[config.mk]
export PLATFORM = sky130hd
export DESIGN_NAME = ras_ctrl
export DESIGN_NICKNAME = d
export VERILOG_FILES = /design/src/rtl/ras_pkg.sv /design/src/rtl/ras_ctrl_fifo.sv /design/src/rtl/ras_ctrl.sv
export SDC_FILE = /design/constraint.sdc
export NUM_CORES = 1
export LEC_CHECK = 0
export CORE_MARGIN = 4
export CORE_UTILIZATION = 46
export DETAILED_ROUTE_END_ITERATION = 6
export GPL_TIMING_DRIVEN = 0
export PLACE_DENSITY = 0.94
export SLEW_MARGIN = 20
export SYNTH_ARGS = -nofsm -noshare
export SYNTH_HDL_FRONTEND = slang
export SYNTH_HIERARCHICAL = 1
export SYNTH_SLANG_ARGS = --single-unit
[constraint.sdc]
create_clock -name clk_i -period 7.3 [get_ports clk_i]
set_clock_uncertainty 0.1 [all_clocks]
set_input_delay 1.46 -clock clk_i [delete_from_list [all_inputs] [get_ports clk_i]]
set_output_delay 1.46 -clock clk_i [all_outputs]
set_load 0.02 [all_outputs]
[src/rtl/ras_pkg.sv]
// Shared decode constants, instruction classes and FSM states for the RAS
// prediction controller.
package ras_pkg;

  localparam logic [6:0] OPC_JAL    = 7'b1101111;
  localparam logic [6:0] OPC_JALR   = 7'b1100111;
  localparam logic [6:0] OPC_BRANCH = 7'b1100011;

  localparam logic [4:0] REG_RA = 5'd1;
  localparam logic [4:0] REG_T0 = 5'd5;

  // IC_ICALL is a JALR whose rd is a link: it pushes like a call but is
  // predicted like any other indirect jump.
  typedef enum logic [2:0] {
    IC_OTHER, IC_CALL, IC_ICALL, IC_RET, IC_CORET, IC_BR, IC_IND
  } instr_class_e;

  typedef enum logic {ST_RUN, ST_FLUSH} state_e;

  function automatic logic is_link(input logic [4:0] r);
    return (r == REG_RA) || (r == REG_T0);
  endfunction

  function automatic instr_class_e classify(input logic [31:0] ins);
    logic [4:0] rd, rs1;
    rd  = ins[11:7];
    rs1 = ins[19:15];
    case (ins[6:0])
      OPC_JAL:    return is_link(rd) ? IC_CALL : IC_OTHER;
      OPC_JALR: begin
        if (is_link(rd) && is_link(rs1) && (rd != rs1)) return IC_CORET;
        if ((rd == 5'd0) && is_link(rs1))              return IC_RET;
        if (is_link(rd))                               return IC_ICALL;
        return IC_IND;
      end
      OPC_BRANCH: return IC_BR;
      default:    return IC_OTHER;
    endcase
  endfunction

  function automatic logic needs_ckpt(input instr_class_e c);
    return (c == IC_ICALL) || (c == IC_RET) || (c == IC_CORET) ||
           (c == IC_BR) || (c == IC_IND);
  endfunction

endpackage

[src/rtl/ras_ctrl_fifo.sv]
// In-order FIFO of checkpoint tags; oldest entry is exposed on head_o.
module ras_ctrl_fifo
  import ras_pkg::*;
#(
  parameter int W        = 32,
  parameter int DEPTH    = 2,
  parameter int CntWidth = $clog2(DEPTH+1)
) (
  input  logic                clk_i,
  input  logic                rst_i,
  input  logic                push_i,
  input  logic [W-1:0]        data_i,
  input  logic                pop_i,
  input  logic                clear_i,
  output logic [W-1:0]        head_o,
  output logic [CntWidth-1:0] count_o
);

  localparam int PtrW = (DEPTH > 1) ? $clog2(DEPTH) : 1;

  logic [W-1:0]        r_mem [DEPTH];
  logic [PtrW-1:0]     r_wr, r_rd;
  logic [CntWidth-1:0] r_count;
  logic                w_push, w_pop;

  function automatic logic [PtrW-1:0] nxt(input logic [PtrW-1:0] p);
    return (p == PtrW'(DEPTH-1)) ? '0 : p + 1'b1;
  endfunction

  assign w_push  = push_i && (r_count != CntWidth'(DEPTH));
  assign w_pop   = pop_i && (r_count != '0);
  assign head_o  = r_mem[r_rd];
  assign count_o = r_count;

  always_ff @(posedge clk_i) begin
    if (rst_i || clear_i) begin
      r_wr    <= '0;
      r_rd    <= '0;
      r_count <= '0;
    end else begin
      if (w_push) r_wr <= nxt(r_wr);
      if (w_pop)  r_rd <= nxt(r_rd);
      r_count <= r_count + CntWidth'(w_push) - CntWidth'(w_pop);
    end
  end

  always_ff @(posedge clk_i) begin
    if (w_push && !clear_i) r_mem[r_wr] <= data_i;
  end

endmodule

[src/rtl/ras_ctrl.sv]
// Fetch-stage return-address-stack controller: decodes calls/returns/branches,
// drives RAS strobes, tracks checkpoints in order and recovers on mispredict.
module ras_ctrl
  import ras_pkg::*;
#(
  parameter int DatapathWidth     = 32,
  parameter int NumTosCheckpoints = 2,
  parameter int CntWidth          = $clog2(NumTosCheckpoints+1)
) (
  input  logic                     clk_i,
  input  logic                     rst_i,
  input  logic                     fetch_valid_i,
  output logic                     fetch_ready_o,
  input  logic [DatapathWidth-1:0] fetch_pc_i,
  input  logic [31:0]              fetch_instr_i,
  output logic                     pred_valid_o,
  output logic                     pred_taken_o,
  output logic [DatapathWidth-1:0] pred_target_o,
  input  logic                     resolve_valid_i,
  input  logic [DatapathWidth-1:0] resolve_pc_i,
  input  logic                     resolve_mispredict_i,
  input  logic [DatapathWidth-1:0] resolve_target_i,
  output logic                     redirect_valid_o,
  output logic [DatapathWidth-1:0] redirect_pc_o,
  output logic                     ras_push_o,
  output logic                     ras_pop_o,
  output logic [DatapathWidth-1:0] ras_pc_o,
  input  logic [DatapathWidth-1:0] ras_pc_i,
  output logic                     ras_make_checkpoint_o,
  output logic [DatapathWidth-1:0] ras_make_checkpoint_pc_o,
  output logic                     ras_restore_checkpoint_o,
  output logic [DatapathWidth-1:0] ras_restore_checkpoint_pc_o,
  output logic [CntWidth-1:0]      outstanding_o,
  output logic                     order_error_o
);

  localparam int DW = DatapathWidth;

  state_e              r_state, w_state_nxt;
  logic                r_redirect_valid, r_order_err;
  logic [DW-1:0]       r_redirect_pc;
  instr_class_e        w_cls;
  logic                w_need_ckpt, w_full, w_fire, w_mispred, w_res_ok;
  logic [DW-1:0]       w_pc4, w_imm_j, w_imm_b, w_head;
  logic [CntWidth-1:0] w_count;

  assign w_cls       = classify(fetch_instr_i);
  assign w_need_ckpt = needs_ckpt(w_cls);
  assign w_imm_j = {{(DW-21){fetch_instr_i[31]}}, fetch_instr_i[31], fetch_instr_i[19:12],
                    fetch_instr_i[20], fetch_instr_i[30:21], 1'b0};
  assign w_imm_b = {{(DW-13){fetch_instr_i[31]}}, fetch_instr_i[31], fetch_instr_i[7],
                    fetch_instr_i[30:25], fetch_instr_i[11:8], 1'b0};
  assign w_pc4   = fetch_pc_i + DW'(4);

  assign w_full    = (w_count == CntWidth'(NumTosCheckpoints));
  assign w_mispred = resolve_valid_i && resolve_mispredict_i && (r_state == ST_RUN);
  assign w_res_ok  = resolve_valid_i && !resolve_mispredict_i && (r_state == ST_RUN);

  // Full check uses the registered count: a same-cycle dequeue does not free a slot.
  assign fetch_ready_o = (r_state == ST_RUN) && !(resolve_valid_i && resolve_mispredict_i) &&
                         !(w_full && w_need_ckpt);
  assign w_fire        = fetch_valid_i && fetch_ready_o;

  always_comb begin
    pred_valid_o             = w_fire;
    pred_taken_o             = 1'b0;
    pred_target_o            = '0;
    ras_push_o               = 1'b0;
    ras_pop_o                = 1'b0;
    ras_pc_o                 = '0;
    ras_make_checkpoint_o    = 1'b0;
    ras_make_checkpoint_pc_o = '0;
    if (w_fire) begin
      pred_target_o            = w_pc4;
      ras_make_checkpoint_o    = w_need_ckpt;
      ras_make_checkpoint_pc_o = w_need_ckpt ? fetch_pc_i : '0;
      case (w_cls)
        IC_CALL: begin
          ras_push_o    = 1'b1;
          ras_pc_o      = w_pc4;
          pred_taken_o  = 1'b1;
          pred_target_o = fetch_pc_i + w_imm_j;
        end
        IC_ICALL: begin
          ras_push_o = 1'b1;
          ras_pc_o   = w_pc4;
        end
        IC_RET: begin
          ras_pop_o     = 1'b1;
          pred_taken_o  = 1'b1;
          pred_target_o = ras_pc_i;
        end
        IC_CORET: begin
          ras_pop_o     = 1'b1;
          ras_push_o    = 1'b1;
          ras_pc_o      = w_pc4;
          pred_taken_o  = 1'b1;
          pred_target_o = ras_pc_i;
        end
        IC_BR: begin
          // Static backward-taken / forward-not-taken.
          pred_taken_o  = w_imm_b[DW-1];
          pred_target_o = w_imm_b[DW-1] ? fetch_pc_i + w_imm_b : w_pc4;
        end
        default: ;
      endcase
    end
  end

  assign ras_restore_checkpoint_o    = w_mispred;
  assign ras_restore_checkpoint_pc_o = w_mispred ? resolve_pc_i : '0;

  ras_ctrl_fifo #(.W(DW), .DEPTH(NumTosCheckpoints), .CntWidth(CntWidth)) u_fifo (
    .clk_i   (clk_i),
    .rst_i   (rst_i),
    .push_i  (ras_make_checkpoint_o),
    .data_i  (fetch_pc_i),
    .pop_i   (w_res_ok),
    .clear_i (w_mispred),
    .head_o  (w_head),
    .count_o (w_count)
  );

  always_comb begin
    w_state_nxt = r_state;
    case (r_state)
      ST_RUN:   if (w_mispred) w_state_nxt = ST_FLUSH;
      ST_FLUSH: w_state_nxt = ST_RUN;
      default:  w_state_nxt = ST_RUN;
    endcase
  end

  always_ff @(posedge clk_i) begin
    if (rst_i) begin
      r_state          <= ST_RUN;
      r_redirect_valid <= 1'b0;
      r_redirect_pc    <= '0;
      r_order_err      <= 1'b0;
    end else begin
      r_state          <= w_state_nxt;
      r_redirect_valid <= w_mispred;
      if (w_mispred) r_redirect_pc <= resolve_target_i;
      if (w_res_ok && ((w_count == '0) || (resolve_pc_i != w_head))) r_order_err <= 1'b1;
    end
  end

  // Reset arriving while the redirect is on the bus must hide it immediately.
  assign redirect_valid_o = r_redirect_valid && !rst_i;
  assign redirect_pc_o    = r_redirect_pc;
  assign outstanding_o    = w_count;
  assign order_error_o    = r_order_err;

endmodule

Yosys cells after proc, flatten, opt, wreduce, memory -nomap -nowiden. Memories as Yosys holds them, arrays and structs flattened. A register that Yosys moved wholly into a read port is not among the register bits. Index checks and enable logic that the tools add are counted.

Memory bits (writable): 64. Register bits: 39. Bits of input ports: 165. Memories kept: 1. Output and inout port bits: 171. Word-level logic and storage cells: 108.

Eq/ne operators: 17. Multiplexer cells: 40. $add $sub $neg: 7. Bitwise logic cells: 1. Reduce and logical (&&, ||, !) cells: 35.

Memories: u_fifo.r_mem (depth 2, width 32, read ports 1, clocked after Yosys merged registers in 1, write ports 1, RTL line ras_ctrl_fifo.sv:21) `logic [W-1:0] r_mem [DEPTH];`.

Operators by type and width (count): 32-bit two-way mux (7); 32-bit one-hot mux with 3 select lines (1); 32-bit adder (2); 32-bit by 3-bit adder with 32-bit output (second input constant) (1); 32-bit != test (1); 1-bit two-way mux (23); 7-bit equality test (second input constant) (3); 3-bit two-way mux (6); 1-bit logical AND (16); 5-bit by 1-bit equality test with 1-bit output (second input constant) (2); 5-bit by 3-bit equality test with 1-bit output (second input constant) (2); 3-bit equality test (second input constant) (3); 3-bit one-hot mux with 3 select lines (1); 1-bit logical OR (8); 3-bit by 2-bit equality test with 1-bit output (second input constant) (2); 3-bit OR reduction (2); 1-bit zero test (5); 5-bit zero test (1); 5-bit != test (1); 1-bit one-hot mux with 2 select lines (2); 3-bit by 1-bit equality test with 1-bit output (second input constant) (1); 1-bit adder (second input constant) (2); 2-bit by 1-bit adder with 2-bit output (1); 2-bit equality test (second input constant) (1); 6 further kinds (6).

Longest topological paths before layout.
Depth after elaboration: 29. Depth in mapped cells: 14.

Hierarchy. The synthesis kept the hierarchy.

Modules (own cells, without submodules): ras_ctrl (instances 1, area an instance 6638.9 µm², cells an instance 983); ras_ctrl_fifo (instances 1, area an instance 2698.8 µm², cells an instance 124).

Least setup slack after synthesis. No wires, ideal clock.

Kind: in2reg. From: input fetch_instr_i[5]. To: memory u_fifo.r_mem[1][0], enable pin. Stages on the path: 9. Data required time: 6.732 ns. Path slack: 0.459 ns. Path buffers: 1. Arrival time: 6.273 ns. Cell sequence: and3_1 > nand2_1 > nor2_1 > a221oi_1 > nand2_1 > clkbuf_1 > nor3_1 > o21ai_2 > nor3b_1.

Longest elaborated chain between the ends: 16. Elaborated cells on any way between the ends: 22. Classes of those cells: eq/ne: 8; mux: 4; reduce/logical: 10.

Ends and longest elaborated chain: start, declared (RTL line ras_ctrl.sv:15) `input logic [31:0] fetch_instr_i,`; 7-bit equality test (RTL line ras_pkg.sv:28) `case (ins[6:0])`; 3-bit one-hot mux with 3 select lines * (RTL line ras_pkg.sv:28); 3-bit by 2-bit equality test with 1-bit output (RTL line ras_pkg.sv:42) `return (c == IC_ICALL) || (c == IC_RET) || (c == IC_CORET) ||`; 1-bit logical OR (3 in series) (RTL line ras_pkg.sv:42); 1-bit logical OR * (RTL line ras_pkg.sv:43) `(c == IC_BR) || (c == IC_IND);`; 1-bit logical AND * (RTL line ras_ctrl.sv:61) `!(w_full && w_need_ckpt);`; 1-bit zero test * (RTL line ras_ctrl.sv:61); 1-bit logical AND * (RTL line ras_ctrl.sv:60) `assign fetch_ready_o = (r_state == ST_RUN) && !(resolve_valid_i && resolve_mispredict_i) &&`; named net fetch_ready_o (RTL line ras_ctrl.sv:13) `output logic fetch_ready_o,`; 1-bit logical AND * (RTL line ras_ctrl.sv:62) `assign w_fire = fetch_valid_i && fetch_ready_o;`; 1-bit two-way mux * (RTL line ras_ctrl.sv:73) `if (w_fire) begin`; named net ras_make_checkpoint_o (RTL line ras_ctrl.sv:29) `output logic ras_make_checkpoint_o,`; 1-bit logical AND * (RTL line ras_ctrl_fifo.sv:30) `assign w_push = push_i && (r_count != CntWidth'(DEPTH));`; 1-bit logical AND * (RTL line ras_ctrl_fifo.sv:48) `if (w_push && !clear_i) r_mem[r_wr] <= data_i;`; 1-bit two-way mux * (RTL line ras_ctrl_fifo.sv:48); 1-bit two-way mux (implied by the code) * (RTL line ras_ctrl_fifo.sv:48); end, declared (RTL line ras_ctrl_fifo.sv:21).

The timed path passes the listed nets; every way through them passes the cells marked *.

Worst setup path in the final report.
From: input fetch_instr_i[31]. To: output pred_target_o[26].

Longest elaborated chain between the ends: 4. Elaborated cells on any way between the ends: 5. Classes of those cells: add/sub: 2; mux: 3.

Ends and longest elaborated chain: 32-bit adder (RTL line ras_ctrl.sv:103) `pred_target_o = w_imm_b[DW-1] ? fetch_pc_i + w_imm_b : w_pc4;`; 32-bit two-way mux (RTL line ras_ctrl.sv:103); 32-bit one-hot mux with 3 select lines * (RTL line ras_ctrl.sv:77) `case (w_cls)`; 32-bit two-way mux * (RTL line ras_ctrl.sv:73); end, declared (RTL line ras_ctrl.sv:18) `output logic [DatapathWidth-1:0] pred_target_o,`.

Mark *: on every way between the ends. The rest lies on a longest branch, timed or not.

==> out/results.ini <==
[grt]
grt_pass1_vias = 10274
grt_max_degree = 21
grt_pass1_wl_mm = 59.3
grt_util_all_layers_pct = 34.8
gr-total-overflow = 0
antenna_found_initial = 0

[synthesis]
netlist_area_um2 = 9340
synth_warnings = 6
synth_edf_count = 64
yosysTopAreaCell = edfxtp_1
synthCells = 1107
yosys_register_bits = 104
synth.distinct_cells = 84
synthTopCellsByArea = edfxtp_1, dfxtp_1, ha_1
syn_nets = 1320
ys_seq_area_share_pct = 29.2
synth_flop_cell = edfxtp_1
syn_area_per_cell_um2 = 8.44
synthDominantCellAreaShare_pct = 20.6
ys_async_sr_fraction_pct = 0

[final_layout]
nets = 1671
area_growth_pct = 43.5
regArea_um2 = 2720
drive_above_1_share_pct = 6.36
final_cell_mix = clkdlybuf4s50_1, nand2_1, nor2_1
stdcell_count = 1728
multiInputGateArea_um2 = 6270
nFillCells = 1582
final_common_cell = clkdlybuf4s50_1
n_antenna_cell = 0

[power]
leakage_uw = 0.00503
pwr_density_cell_nw_per_um2 = 130
p_comb_share_pct = 35.8
switchingPower_uw = 578
internal_power_uw = 1160
clkPwrFrac_pct = 27.7
pwr-share-seq_pct = 36.6
switching_share_pct = 33.2
irDropWorstVdd_uv = 116

[setup_path]
setup.worst_path.end = pred_target_o[26]
r2r_setup_slack_ps = 3140
worstSetupPathType = input pin to primary output
startpoint = fetch_instr_i[31]
rr_endpoint = u_fifo/r_mem[0][17]$_DFFE_PP_
reg2reg_depth = 9
regToRegStartpoint = u_fifo/count_o[0]$_SDFF_PP0_
worstPathRequired_ps = 5740
crit_path_end_kind = primary output
crit_fanout = 20
cp.arrival_ps = 5720
crit_path_start_kind = input pin

[routing]
wire_per_inst_um = 23.7
drt-total-wl_mm = 41.0
viasPerCell = 6.13
initialDrtViolationCount = 1022
dr.pass1.iters = 6
drc = 0
ant_nets = 0
via_count = 10591

[timing]
finalMaxSlewViolations = 0
tns_ps = 0
finalCritPeriodShare_pct = 99.8
worst_pin_slew_ps = 957
timing.fmax_mhz = 137
fin_crit_ps = 7280
setup-violations-final = 0
relSlewSlack_pct = 36.2
rsz0062_at_grt = yes
finalHoldViolCount = 0

[place]
dp_hpwl_mm = 33.1
finalWeightedCongestion = 1.04
dp_cells = 1712
place.port_buffers = 334

[floorplanning]
rows = 51
die_x_um = 150
start_util_pct = 47.4
die_h_um = 150
die_area_um2 = 22600
core-area_um2 = 19700
ios = 336

[job]
max_cap_viol_count = 0

[clock_tree]
cts_sinks = 104
clockBufferDepth = 2
cts_made_buffers = 9
clk_pin_slew_ps = 70
clkLatencyLatePin_ps = 350
tritoncts = built
cts_root_buf = clkbuf_16
h-tree-depth = 3

[status]
status = complete, no violations

[worst_hold_path]
hp-class = flop to flop

[per-stage QoR]
step                hold WS [ps]  util, %  setup slack (ps)  instance area (um2)  power (uW)
global placement             341     66.0             -1360                13000        1250
finish                       355     68.0              17.7                13400        1740
detailed placement           347     66.3              -114                13100        1250
global route                 375     68.0             -4.10                13400        1800
CTS                          356     67.9              35.9                13400        1730
floorplan                    356        -               459                 9340         973
[worst min path at each step]
stage	from	end	slack, ps	depth (start not counted)
6_report	redirect_pc_o[16]$_SDFFE_PP0P_	redirect_pc_o[16]$_SDFFE_PP0P_	350	2
5_1_grt	redirect_pc_o[14]$_SDFFE_PP0P_	redirect_pc_o[14]$_SDFFE_PP0P_	380	2
4_1_cts	redirect_pc_o[28]$_SDFFE_PP0P_	redirect_pc_o[28]$_SDFFE_PP0P_	360	2
3_5_place_dp	redirect_pc_o[28]$_SDFFE_PP0P_	redirect_pc_o[28]$_SDFFE_PP0P_	350	2
3_3_place_gp	redirect_pc_o[23]$_SDFFE_PP0P_	redirect_pc_o[23]$_SDFFE_PP0P_	340	2
2_1_floorplan	u_fifo/r_wr$_SDFFE_PP0P_	u_fifo/r_wr$_SDFFE_PP0P_	360	2
[cell type report]
cell class / instances / area share [%]
Timing Repair Buffer: 340 / 25.3
Tap cell: 265 / 2.47
Clock buffer: 10 / 1.71
Multi-Input combinational cell: 920 / 46.8
Clock inverter: 6 / 0.504
Inverter: 19 / 0.532
Sequential cell: 104 / 20.3
Buffer: 64 / 2.36
[registers in the layout, summed over array words and instances (netlist names), named ones only]
signal / cells
u_fifo/r_mem: 64
u_fifo/count_o: 2
u_fifo/r_rd: 1
redirect_pc_o: 32
r_redirect_valid: 1
r_state: 1
order_error_o: 1
u_fifo/r_wr: 1
[routing by layer]
layer	vias to the layer above	global-route usage, %	wire length (um)
met5	-	0	0
met3	138	9.36	4640
met1	4931	40.7	15100
met4	0	16.1	1920
met2	729	59.2	19400
li1	4793	-	-
[power groups by stage]
stage | Sequential (uW) | Clock, uW | Combinational (uW)
after floorplan | 660 | 0 | 314
after global placement | 649 | 0 | 599
after detailed placement | 650 | 0 | 601
after CTS | 636 | 486 | 606
after global routing | 637 | 507 | 658
final | 636 | 482 | 623
[Yosys cell counts, drive strengths merged (3+ instances only)]
library cell  instances
clkbuf               53
o31ai                 6
o21bai                6
o22ai                11
and4                  3
xor2                 46
ha                   46
buf                  11
mux2i                18
o22a                  3
nor3                 17
nor2                 96
inv                  17
nand4                22
dfxtp                40
a211oi               17
o211ai                5
a2bb2oi               3
a221o                 5
a221oi               18
a21o                 19
xnor2                49
o2111ai               4
a21oi                96
mux2                 32
o21ai                42
nand3                30
nor4                  9
a211o                 4
a22oi                 7
nand2b                8
a22o                  4
or2                   5
edfxtp               64
nor2b                 6
nand2               136
o221ai                4
a41oi                 5
o21a                  8
a31oi                 7
and2                 46
and3                 43
or3                   6
[critical path, cell delays in order]
cell	delay, ps
dlygate4sd2_1	770
clkbuf_1	480
inv_1	150
nor2_1	310
clkbuf_1	680
clkbuf_1	640
a221oi_1	160
a211oi_1	380
clkdlybuf4s50_1	680
[cell families after synthesis]
group / count (synthesis) / share of synthesized area (%)
compound gates: 290 / 21.0
xor+xnor: 95 / 8.91
mux: 50 / 6.99
flops: 104 / 29.2
buf+inv: 83 / 4.15
simple gates: 437 / 23.2
fa+ha+maj: 48 / 6.59
[timing repair]
action / CTS / global route
hold buffers: 0 / 0
gates cloned: 0 / 0
setup endpoints to repair: 30 / 20
gates resized for setup: 3 / 4
pin swaps: 0 / 0
setup buffers: 0 / 0
(Power assumes the default switching activity.)
